$ cat config.mk
export PLATFORM = sky130hd
export DESIGN_NAME = traffic_phase_sequencer_flat
export DESIGN_NICKNAME = d
export VERILOG_FILES = /design/src/rtl/traffic_phase_sequencer_if.sv /design/src/rtl/traffic_phase_sequencer.sv /design/src/flat_wrapper.sv
export SDC_FILE = /design/constraint.sdc
export NUM_CORES = 1
export LEC_CHECK = 0
export CAP_MARGIN = 20
export CORE_MARGIN = 8
export CORE_UTILIZATION = 52
export CTS_CLUSTER_DIAMETER = 150
export DETAILED_ROUTE_END_ITERATION = 10
export PLACE_DENSITY = 0.9
export SKIP_LAST_GASP = 1
export SYNTH_ARGS = -nofsm -noshare
export SYNTH_HDL_FRONTEND = slang
export SYNTH_SLANG_ARGS = --single-unit
export TNS_END_PERCENT = 100
$ cat constraint.sdc
create_clock -name clk -period 7.3 [get_ports clk]
set_input_delay 1.46 -clock clk [delete_from_list [all_inputs] [get_ports clk]]
set_output_delay 1.46 -clock clk [all_outputs]
set_load 0.01 [all_outputs]
$ cat src/rtl/traffic_phase_sequencer_if.sv
// Signal bundle between the traffic phase sequencer and its environment.
// The slave modport is the sequencer; the master modport drives tick/request/hold.
interface traffic_phase_sequencer_if #(
    parameter int CW = 8
) ();
    logic          tick;
    logic          ped_req;
    logic          hold;
    logic [3:0]    phase;
    logic [2:0]    enable;
    logic          advance;
    logic [CW-1:0] remaining;
    logic          ped_pending;
    logic          extended;
    logic          walk;

    modport master (
        output tick, ped_req, hold,
        input  phase, enable, advance, remaining, ped_pending, extended, walk
    );

    modport slave (
        input  tick, ped_req, hold,
        output phase, enable, advance, remaining, ped_pending, extended, walk
    );
endinterface

$ cat src/rtl/traffic_phase_sequencer.sv
// Seven-phase traffic-light scheduler driven by a slow tick, with pedestrian
// latching, main-green extension, emergency hold and a one-cycle advance strobe.
module traffic_phase_sequencer #(
    parameter int T1_MIN = 30,
    parameter int T1_MAX = 60,
    parameter int T2     = 5,
    parameter int T3     = 15,
    parameter int CW     = 8
) (
    input  logic                        clk,
    input  logic                        reset,
    traffic_phase_sequencer_if.slave    bus
);

    typedef enum logic [3:0] {
        PH0 = 4'd0, PH1 = 4'd1, PH2 = 4'd2, PH3 = 4'd3,
        PH4 = 4'd4, PH5 = 4'd5, PH6 = 4'd6
    } phase_t;

    localparam logic [CW-1:0] L_T1_MIN = CW'(T1_MIN - 1);
    localparam logic [CW-1:0] L_EXT    = CW'(T1_MAX - T1_MIN - 1);
    localparam logic [CW-1:0] L_T2     = CW'(T2 - 1);
    localparam logic [CW-1:0] L_T3     = CW'(T3 - 1);
    localparam bit            NO_EXT   = (T1_MAX == T1_MIN);

    phase_t        r_phase, w_phase_nxt;
    logic [CW-1:0] r_remaining, w_rem_nxt;
    logic          r_extended, w_ext_nxt;
    logic          r_advance, w_adv_nxt;
    logic          r_ped_pending, w_pend_nxt;
    logic          w_eff_tick;
    logic          w_go;
    logic          w_rem_zero;

    function automatic logic [CW-1:0] f_reload(input phase_t p);
        case (p)
            PH0:      f_reload = L_T1_MIN;
            PH3, PH5: f_reload = L_T3;
            default:  f_reload = L_T2;
        endcase
    endfunction

    assign w_rem_zero = (r_remaining == '0);
    // A tick landing in an advance cycle with a zero reload is absorbed so
    // advance can never pulse on back-to-back cycles.
    assign w_eff_tick = bus.tick & ~bus.hold & ~(r_advance & w_rem_zero);

    always_ff @(posedge clk or posedge reset) begin
        if (reset) begin
            r_phase       <= PH0;
            r_remaining   <= L_T1_MIN;
            r_extended    <= 1'b0;
            r_advance     <= 1'b0;
            r_ped_pending <= 1'b0;
        end else begin
            r_phase       <= w_phase_nxt;
            r_remaining   <= w_rem_nxt;
            r_extended    <= w_ext_nxt;
            r_advance     <= w_adv_nxt;
            r_ped_pending <= w_pend_nxt;
        end
    end

    always_comb begin
        w_phase_nxt = r_phase;
        w_rem_nxt   = r_remaining;
        w_ext_nxt   = r_extended;
        w_adv_nxt   = 1'b0;
        w_go        = 1'b0;

        case (r_phase)
            PH0: begin
                if (w_eff_tick) begin
                    if (r_extended) begin
                        if (r_ped_pending || w_rem_zero) w_go = 1'b1;
                        else                             w_rem_nxt = r_remaining - CW'(1);
                    end else if (!w_rem_zero) begin
                        w_rem_nxt = r_remaining - CW'(1);
                    end else if (r_ped_pending || NO_EXT) begin
                        w_go = 1'b1;
                    end else begin
                        w_ext_nxt = 1'b1;
                        w_rem_nxt = L_EXT;
                    end
                end
            end
            PH1, PH2, PH3, PH4, PH5, PH6: begin
                if (w_eff_tick) begin
                    if (!w_rem_zero) w_rem_nxt = r_remaining - CW'(1);
                    else             w_go = 1'b1;
                end
            end
            default: begin
                w_phase_nxt = PH0;
                w_rem_nxt   = L_T1_MIN;
                w_ext_nxt   = 1'b0;
            end
        endcase

        if (w_go) begin
            w_phase_nxt = (r_phase == PH6) ? PH0 : phase_t'(r_phase + 4'd1);
            w_rem_nxt   = f_reload(w_phase_nxt);
            w_ext_nxt   = 1'b0;
            w_adv_nxt   = 1'b1;
        end
    end

    // Entering the walk phase clears the request and wins over a new press.
    always_comb begin
        w_pend_nxt = r_ped_pending;
        if (w_phase_nxt == PH3 && r_phase != PH3) w_pend_nxt = 1'b0;
        else if (r_phase != PH3 && bus.ped_req)   w_pend_nxt = 1'b1;
    end

    always_comb begin
        bus.enable = 3'b000;
        case (r_phase)
            PH0:                bus.enable = 3'b001;
            PH1, PH2, PH4, PH6: bus.enable = 3'b010;
            PH3, PH5:           bus.enable = 3'b100;
            default:            bus.enable = 3'b000;
        endcase
    end

    assign bus.phase       = r_phase;
    assign bus.remaining   = r_remaining;
    assign bus.extended    = r_extended;
    assign bus.advance     = r_advance;
    assign bus.ped_pending = r_ped_pending;
    assign bus.walk        = (r_phase == PH3);

endmodule
$ cat src/flat_wrapper.sv
// flat-port wrapper written by rule: the top's interface ports become plain ports
module traffic_phase_sequencer_flat 
#(
    parameter int T1_MIN = 30,
    parameter int T1_MAX = 60,
    parameter int T2     = 5,
    parameter int T3     = 15,
    parameter int CW     = 8
)
  (clk, reset, bus_tick, bus_ped_req, bus_hold, bus_phase, bus_enable, bus_advance, bus_remaining, bus_ped_pending, bus_extended, bus_walk);
  traffic_phase_sequencer_if #(.CW(CW)) bus_i ();
  input  logic clk;
  input  logic reset;
  input wire logic [$bits(bus_i.tick)-1:0] bus_tick;
  input wire logic [$bits(bus_i.ped_req)-1:0] bus_ped_req;
  input wire logic [$bits(bus_i.hold)-1:0] bus_hold;
  output wire logic [$bits(bus_i.phase)-1:0] bus_phase;
  output wire logic [$bits(bus_i.enable)-1:0] bus_enable;
  output wire logic [$bits(bus_i.advance)-1:0] bus_advance;
  output wire logic [$bits(bus_i.remaining)-1:0] bus_remaining;
  output wire logic [$bits(bus_i.ped_pending)-1:0] bus_ped_pending;
  output wire logic [$bits(bus_i.extended)-1:0] bus_extended;
  output wire logic [$bits(bus_i.walk)-1:0] bus_walk;
  assign bus_i.tick = bus_tick;
  assign bus_i.ped_req = bus_ped_req;
  assign bus_i.hold = bus_hold;
  assign bus_phase = bus_i.phase;
  assign bus_enable = bus_i.enable;
  assign bus_advance = bus_i.advance;
  assign bus_remaining = bus_i.remaining;
  assign bus_ped_pending = bus_i.ped_pending;
  assign bus_extended = bus_i.extended;
  assign bus_walk = bus_i.walk;
  traffic_phase_sequencer #(.T1_MIN(T1_MIN), .T1_MAX(T1_MAX), .T2(T2), .T3(T3), .CW(CW)) u_core (.clk(clk), .reset(reset), .bus(bus_i));
endmodule
==> results.sh, run 1 <==
export IMPL_grt_pass1_vias=1028
export IMPL_routed_wl_mm=2.73
export IMPL_synthFlopType="dfrtp_1"
export IMPL_path_depth=2
export IMPL_drt_iter0_drc=39
export IMPL_crit_chain="nor4_1 > clkdlybuf4s50_1"
export IMPL_crit_path_end="bus_enable[0]"
export IMPL_top_layer="met4"
export IMPL_synth_common_cells="nor2_1 (13), dfrtp_1 (11), o21ai_0 (9), a21oi_1 (8)"
export IMPL_postPlaceCellArea_mm2=0.00126
export IMPL_drv_cap=0
export IMPL_cts_tree="done"
export IMPL_ys_types=44
export IMPL_rsz0062_at_grt="false"
export IMPL_root_buffer="clkbuf_4"
export IMPL_setup_tns_ps=0
export IMPL_io_buffer_count=23
export IMPL_syn_area_mm2=0.00103
export IMPL_synth_seq_area_share_pct=36.9
export IMPL_grt_max_degree=17
export IMPL_final_util_pct=67.1
export IMPL_nets=151
export IMPL_cpMaxStageDelayCell="nor4_1"
export IMPL_fillers=170
export IMPL_start_kind="register"
export IMPL_gr_total_overflow=0
export IMPL_worstMarginPinSlew_ps=985
export IMPL_post_synth_top_area_cell="dfrtp_1"
export IMPL_path_clk_slew_ps=100
export IMPL_syn_avg_cell_area_um2=8.31
export IMPL_antenna_left=0
export IMPL_async_flop_share_pct=100
export IMPL_area_delta_synth_final_pct=25.0
export IMPL_clock_latency_ps=290
export IMPL_core_area_mm2=0.00192
export IMPL_hold_buffers=0
export IMPL_hold_class="reg2reg"
export IMPL_wl_met1_mm=1.08
export IMPL_synthCells=124
export IMPL_slowest_delay_ps=770
export IMPL_leakage_nw=0.486
export IMPL_startpoint="u_core.bus.phase[2]"
export IMPL_vias=1065
export IMPL_placementRows=16
export IMPL_hpwl_mm=2.00
export IMPL_start_util_pct=53.6
export IMPL_synth_seq_cells=15
export IMPL_slew_headroom_pct=33.7
export IMPL_wl_met2_mm=1.33
export IMPL_finalCritPeriodShare_pct=51.5
export IMPL_cp_data_arrival_time_ps=2300
export IMPL_num_io_pins=24
export IMPL_slew_viol_final=0
export IMPL_netlist_top_cells_area="dfrtp_1 (27%), dfstp_2 (10%), nor2_1 (4.7%), o21ai_0 (4.4%), a21oi_1 (3.9%)"
export IMPL_worstPathMaxFanout=16
export IMPL_die_w_um=60.5
export IMPL_cts_buffer_depth=2
export IMPL_synth_most_common_cell="nor2_1"
export IMPL_cp_top_family="simple AND/OR/NAND/NOR gates"
export IMPL_design_area_mm2=0.00129
export IMPL_antenna_found_initial=0
export IMPL_cts_sinks=15
export IMPL_r2r_start="u_core.bus.remaining[1]"
export IMPL_setup_violations=0
export IMPL_drtPass1Iterations=4
export IMPL_wl_per_cell_um=15.9
export IMPL_diodes=0
export IMPL_worstReg2RegEnd="u_core.bus.remaining[1]"
export IMPL_wl_met3_um=267
export IMPL_cts_buffers=3
export IMPL_grt_pass1_wl_mm=4.59
export IMPL_ir_drop_v=0.000159
export IMPL_cp_required_ps=5840
export IMPL_seq_area_um2=380
export IMPL_r2r_setup_slack_ps=4620
export IMPL_track_usage_pct=16.1
export IMPL_reg2regPathDepth=8
export IMPL_yosysWarningCount=0
export IMPL_synth_edf_count=0
export IMPL_outcome="finished, final reports clean"
export IMPL_multi_input_area_um2=602
export IMPL_fmax_mhz=266
export IMPL_gp_congestion=0.878
export IMPL_drive_gt1_share_pct=9.72
export IMPL_synth_top_cell_area_share_pct=26.7
export IMPL_die_y_um=60.5
export IMPL_power_density_mw_per_mm2=165
export IMPL_syn_nets=130
export IMPL_cts_resized=0
export IMPL_crit_type="reg2out"
export IMPL_layout_min_cycle_time_ps=3760
export IMPL_drc=0
export IMPL_crit_buf_inv=1
export IMPL_hold_viol_final=0
export IMPL_setup_slack_ps=3540
export IMPL_post_cts_setup_buffers=0
export IMPL_end_kind="output port"
export IMPL_place_ws_ps=3960
export IMPL_fin_skew_ps=1.74
export IMPL_htreeDepth=1
export IMPL_via_per_inst=6.23
export IMPL_dieArea_mm2=0.00366
==> state kept, by name, summed over array words and instances (netlist names) <==
signal	flops
u_core.bus.remaining	8
u_core.bus.advance	1
u_core.bus.extended	1
u_core.bus.phase	4
u_core.bus.ped_pending	1
==> cells by family after synthesis <==
group / share of synthesized area, %
AO/OA/AOI/OAI: 21.7
flip-flops: 36.9
AND/OR/NAND/NOR: 32.4
multiplexers: 0.971
buffers and inverters: 4.73
XOR/XNOR: 1.70
adder cells (fa/ha/maj): 1.21
other: 0.364
==> power breakdown <==
part | internal (mW) | switching (mW)
combinational | 0.0292 | 0.0292
sequential | 0.0919 | 0.0111
clock | 0.0204 | 0.0304
==> tightest hold or removal path: stages, from the launching register on <==
cell     delay, ps
dfrtp_1        430
o21ai_0         90
a21oi_1         70
==> routing by layer <==
metal,GRT usage [%],up-vias
met5,0,-
met4,8.31,0
met3,4.45,7
met2,26.1,66
met1,19.1,493
li1,-,499
==> cell type report <==
type,count,area share (%)
multi-input cells,98,46.7
flip-flops and latches,15,29.5
repair buffers,23,17.9
well taps,27,2.62
clock buffers,3,1.75
inverters,4,1.17
clock inverters,1,0.388
==> worst min path at each step <==
stage | startpoint | end | slack, ps | cells past startpoint
2_1_floorplan | u_core.bus.remaining[2] | u_core.bus.remaining[2] | 570 | 2
3_3_place_gp | u_core.bus.remaining[2] | u_core.bus.remaining[2] | 580 | 2
3_5_place_dp | u_core.bus.remaining[7] | u_core.bus.remaining[7] | 600 | 2
4_1_cts | u_core.bus.remaining[7] | u_core.bus.remaining[7] | 610 | 2
5_1_grt | u_core.bus.remaining[3] | u_core.bus.remaining[3] | 670 | 2
6_report | u_core.bus.remaining[7] | u_core.bus.remaining[7] | 620 | 2
==> per-stage QoR <==
stage	std cells	hold WS, ps	power, mW
2_1_floorplan	124	570	0.137
3_3_place_gp	167	578	0.160
3_5_place_dp	167	599	0.162
4_1_cts	171	613	0.212
5_1_grt	171	675	0.223
6_report	171	619	0.212
==> cell usage in the layout, fill, tap and decap left out, types with 2 or more instances in the layout <==
cell / netlist / layout
a21oi_1: 8 / 8
a31oi_1: 6 / 6
clkbuf_4: 0 / 3
clkdlybuf4s50_1: 0 / 23
dfrtp_1: 11 / 11
dfstp_2: 4 / 4
inv_1: 4 / 4
nand2_1: 6 / 6
nand2b_1: 4 / 4
nand3_1: 4 / 4
nand4_1: 2 / 2
nor2_1: 13 / 13
nor3_1: 4 / 4
nor3b_1: 3 / 3
nor4_1: 3 / 3
o211ai_1: 2 / 2
o21ai_0: 9 / 9
o22ai_1: 2 / 2
or3_1: 6 / 6
or3b_1: 2 / 2
No activity file was read; power rests on OpenSTA's default activity.
==> run 2: changes to the inputs <==
- CORE_UTILIZATION: 52 -> 49
- PLACE_DENSITY: 0.9 -> 0.86
- clock period: 7.3 -> 3.9 ns (I/O delays scaled with it)
==> run 2 against run 1 <==
- cell area unchanged
- via count down 0.38%
- combinational power up 88%
- first-iteration DRC count down 23%
- clock power up 82%
- largest power group unchanged
- highest routed layer unchanged
==> results.sh, run 2 (synthesis results as in run 1) <==
export IMPL_fin_skew_ps=2.43
export IMPL_setup_tns_ps=0
export IMPL_cp_data_arrival_time_ps=2280
export IMPL_mostFrequentLayoutCell="clkdlybuf4s50_1"
export IMPL_postPlaceCellArea_mm2=0.00126
export IMPL_start_util_pct=52.0
export IMPL_finalCritPeriodShare_pct=78.5
export IMPL_cp_required_ps=3120
export IMPL_hold_class="reg2reg"
export IMPL_diodes=0
export IMPL_cts_buffer_depth=2
export IMPL_io_buffer_count=23
export IMPL_drt_iter0_drc=30
export IMPL_drtPass1Iterations=4
export IMPL_slew_viol_final=0
export IMPL_power_density_mw_per_mm2=307
export IMPL_path_clk_slew_ps=90
export IMPL_antenna_left=0
export IMPL_root_buffer="clkbuf_4"
export IMPL_gr_usage_met2_pct=28.8
export IMPL_globalRouteMet3Util_pct=1.85
export IMPL_placementRows=16
export IMPL_post_cts_setup_buffers=0
export IMPL_drive_gt1_share_pct=9.72
export IMPL_cts_sinks=15
export IMPL_fmax_mhz=327
export IMPL_drc=0
export IMPL_antenna_found_initial=0
export IMPL_gr_total_overflow=0
export IMPL_clock_latency_ps=290
export IMPL_slew_headroom_pct=35.2
export IMPL_gp_congestion=0.890
export IMPL_num_io_pins=24
export IMPL_core_area_mm2=0.00198
export IMPL_fillers=172
export IMPL_grt_pass1_wl_mm=4.58
export IMPL_start_kind="register"
export IMPL_largest_reg_flops=8
export IMPL_design_area_mm2=0.00129
export IMPL_nets=151
export IMPL_hold_viol_final=0
export IMPL_track_usage_pct=16.0
export IMPL_cts_resized=0
export IMPL_via_per_inst=6.20
export IMPL_slowest_delay_ps=760
export IMPL_cts_buffers=3
export IMPL_crit_chain="nor4_1 > clkdlybuf4s50_1"
export IMPL_die_w_um=61.9
export IMPL_outcome="finished, final reports clean"
export IMPL_setup_violations=0
export IMPL_ir_drop_v=0.000240
export IMPL_grt_pass1_vias=994
export IMPL_crit_type="reg2out"
export IMPL_area_delta_synth_final_pct=25.0
export IMPL_worstPathMaxFanout=16
export IMPL_vias=1061
export IMPL_end_kind="output port"
export IMPL_wl_per_cell_um=16.5
export IMPL_layout_min_cycle_time_ps=3060
export IMPL_hpwl_mm=2.07
export IMPL_cts_tree="done"
export IMPL_hold_buffers=0
export IMPL_htreeDepth=1
export IMPL_routed_wl_mm=2.82
export IMPL_drv_cap=0
export IMPL_worstMarginPinSlew_ps=964
export IMPL_grt_max_degree=17
export IMPL_grt_most_used_layer="met2"
export IMPL_die_y_um=61.9
export IMPL_mostFrequentLayoutCells="clkdlybuf4s50_1 (23), nor2_1 (13), dfrtp_1 (11)"
export IMPL_leakage_nw=0.486
export IMPL_rsz0062_at_grt="false"
export IMPL_use_met1_pct=17.5
export IMPL_cpMaxStageDelayCell="nor4_1"
export IMPL_dieArea_mm2=0.00383
[run 2: cell counts in the layout (fill, tap and decap cells not counted)]
Identical to the previous run, type by type.
[run 2: power by group]
| group | internal, mW | leakage [nW] | switching, mW |
|---|---|---|---|
| combinational | 0.0550 | 0.281 | 0.0553 |
| sequential | 0.172 | 0.187 | 0.0209 |
| clock | 0.0382 | 0.0177 | 0.0542 |
| total | 0.265 | 0.486 | 0.130 |
[run 2: layer usage]
metal / vias to the layer above / part of all wire [%] / wire [um]
li1: 501 / - / -
met1: 506 / 42 / 1190
met2: 47 / 51 / 1430
met3: 7 / 5.1 / 143
met4: 0 / 2.2 / 61
met5: - / 0 / 0
[run 2: cell type report]
class	instances	area, um2	area share (%)
well taps	27	33.8	2.62
inverters	4	15.0	1.17
clock buffers	3	22.5	1.75
clock inverters	1	5.00	0.388
flip-flops and latches	15	380	29.5
multi-input cells	98	602	46.7
repair buffers	23	230	17.9
[run 2: final timing paths]
kind | start | end | slack, ps | cells past startpoint
worst max-delay path | u_core.bus.phase[2] | bus_enable[0] | 840 | 2
max in group asynchronous | reset | u_core.bus.remaining[4] | 2680 | 2
worst min-delay path | u_core.bus.remaining[2] | u_core.bus.remaining[2] | 620 | 2
worst max register to register | u_core.bus.remaining[1] | u_core.bus.remaining[1] | 1220 | 8
min in group asynchronous | reset | u_core.bus.extended | 840 | 2
worst min register to register | u_core.bus.remaining[2] | u_core.bus.remaining[2] | 620 | 2
[run 2: stage by stage]
stage / hold WS [ps] / instances / power, mW / setup WS [ps] / utilization (%)
6_report: 615 / 171 / 0.396 / 840 / 65.0
3_3_place_gp: 577 / 167 / 0.300 / 1310 / 63.6
3_5_place_dp: 596 / 167 / 0.305 / 1240 / 63.6
5_1_grt: 633 / 171 / 0.419 / 763 / 65.0
4_1_cts: 612 / 171 / 0.398 / 910 / 65.0
2_1_floorplan: 570 / 124 / 0.256 / 1480 / -
[run 2: critical path, delay by kind of cell, from the launching register on]
| family | cells | cell delay (ps) |
|---|---|---|
| buffers and inverters | 1 | 680 |
| flip-flops | 1 | 540 |
| AND/OR/NAND/NOR | 1 | 760 |
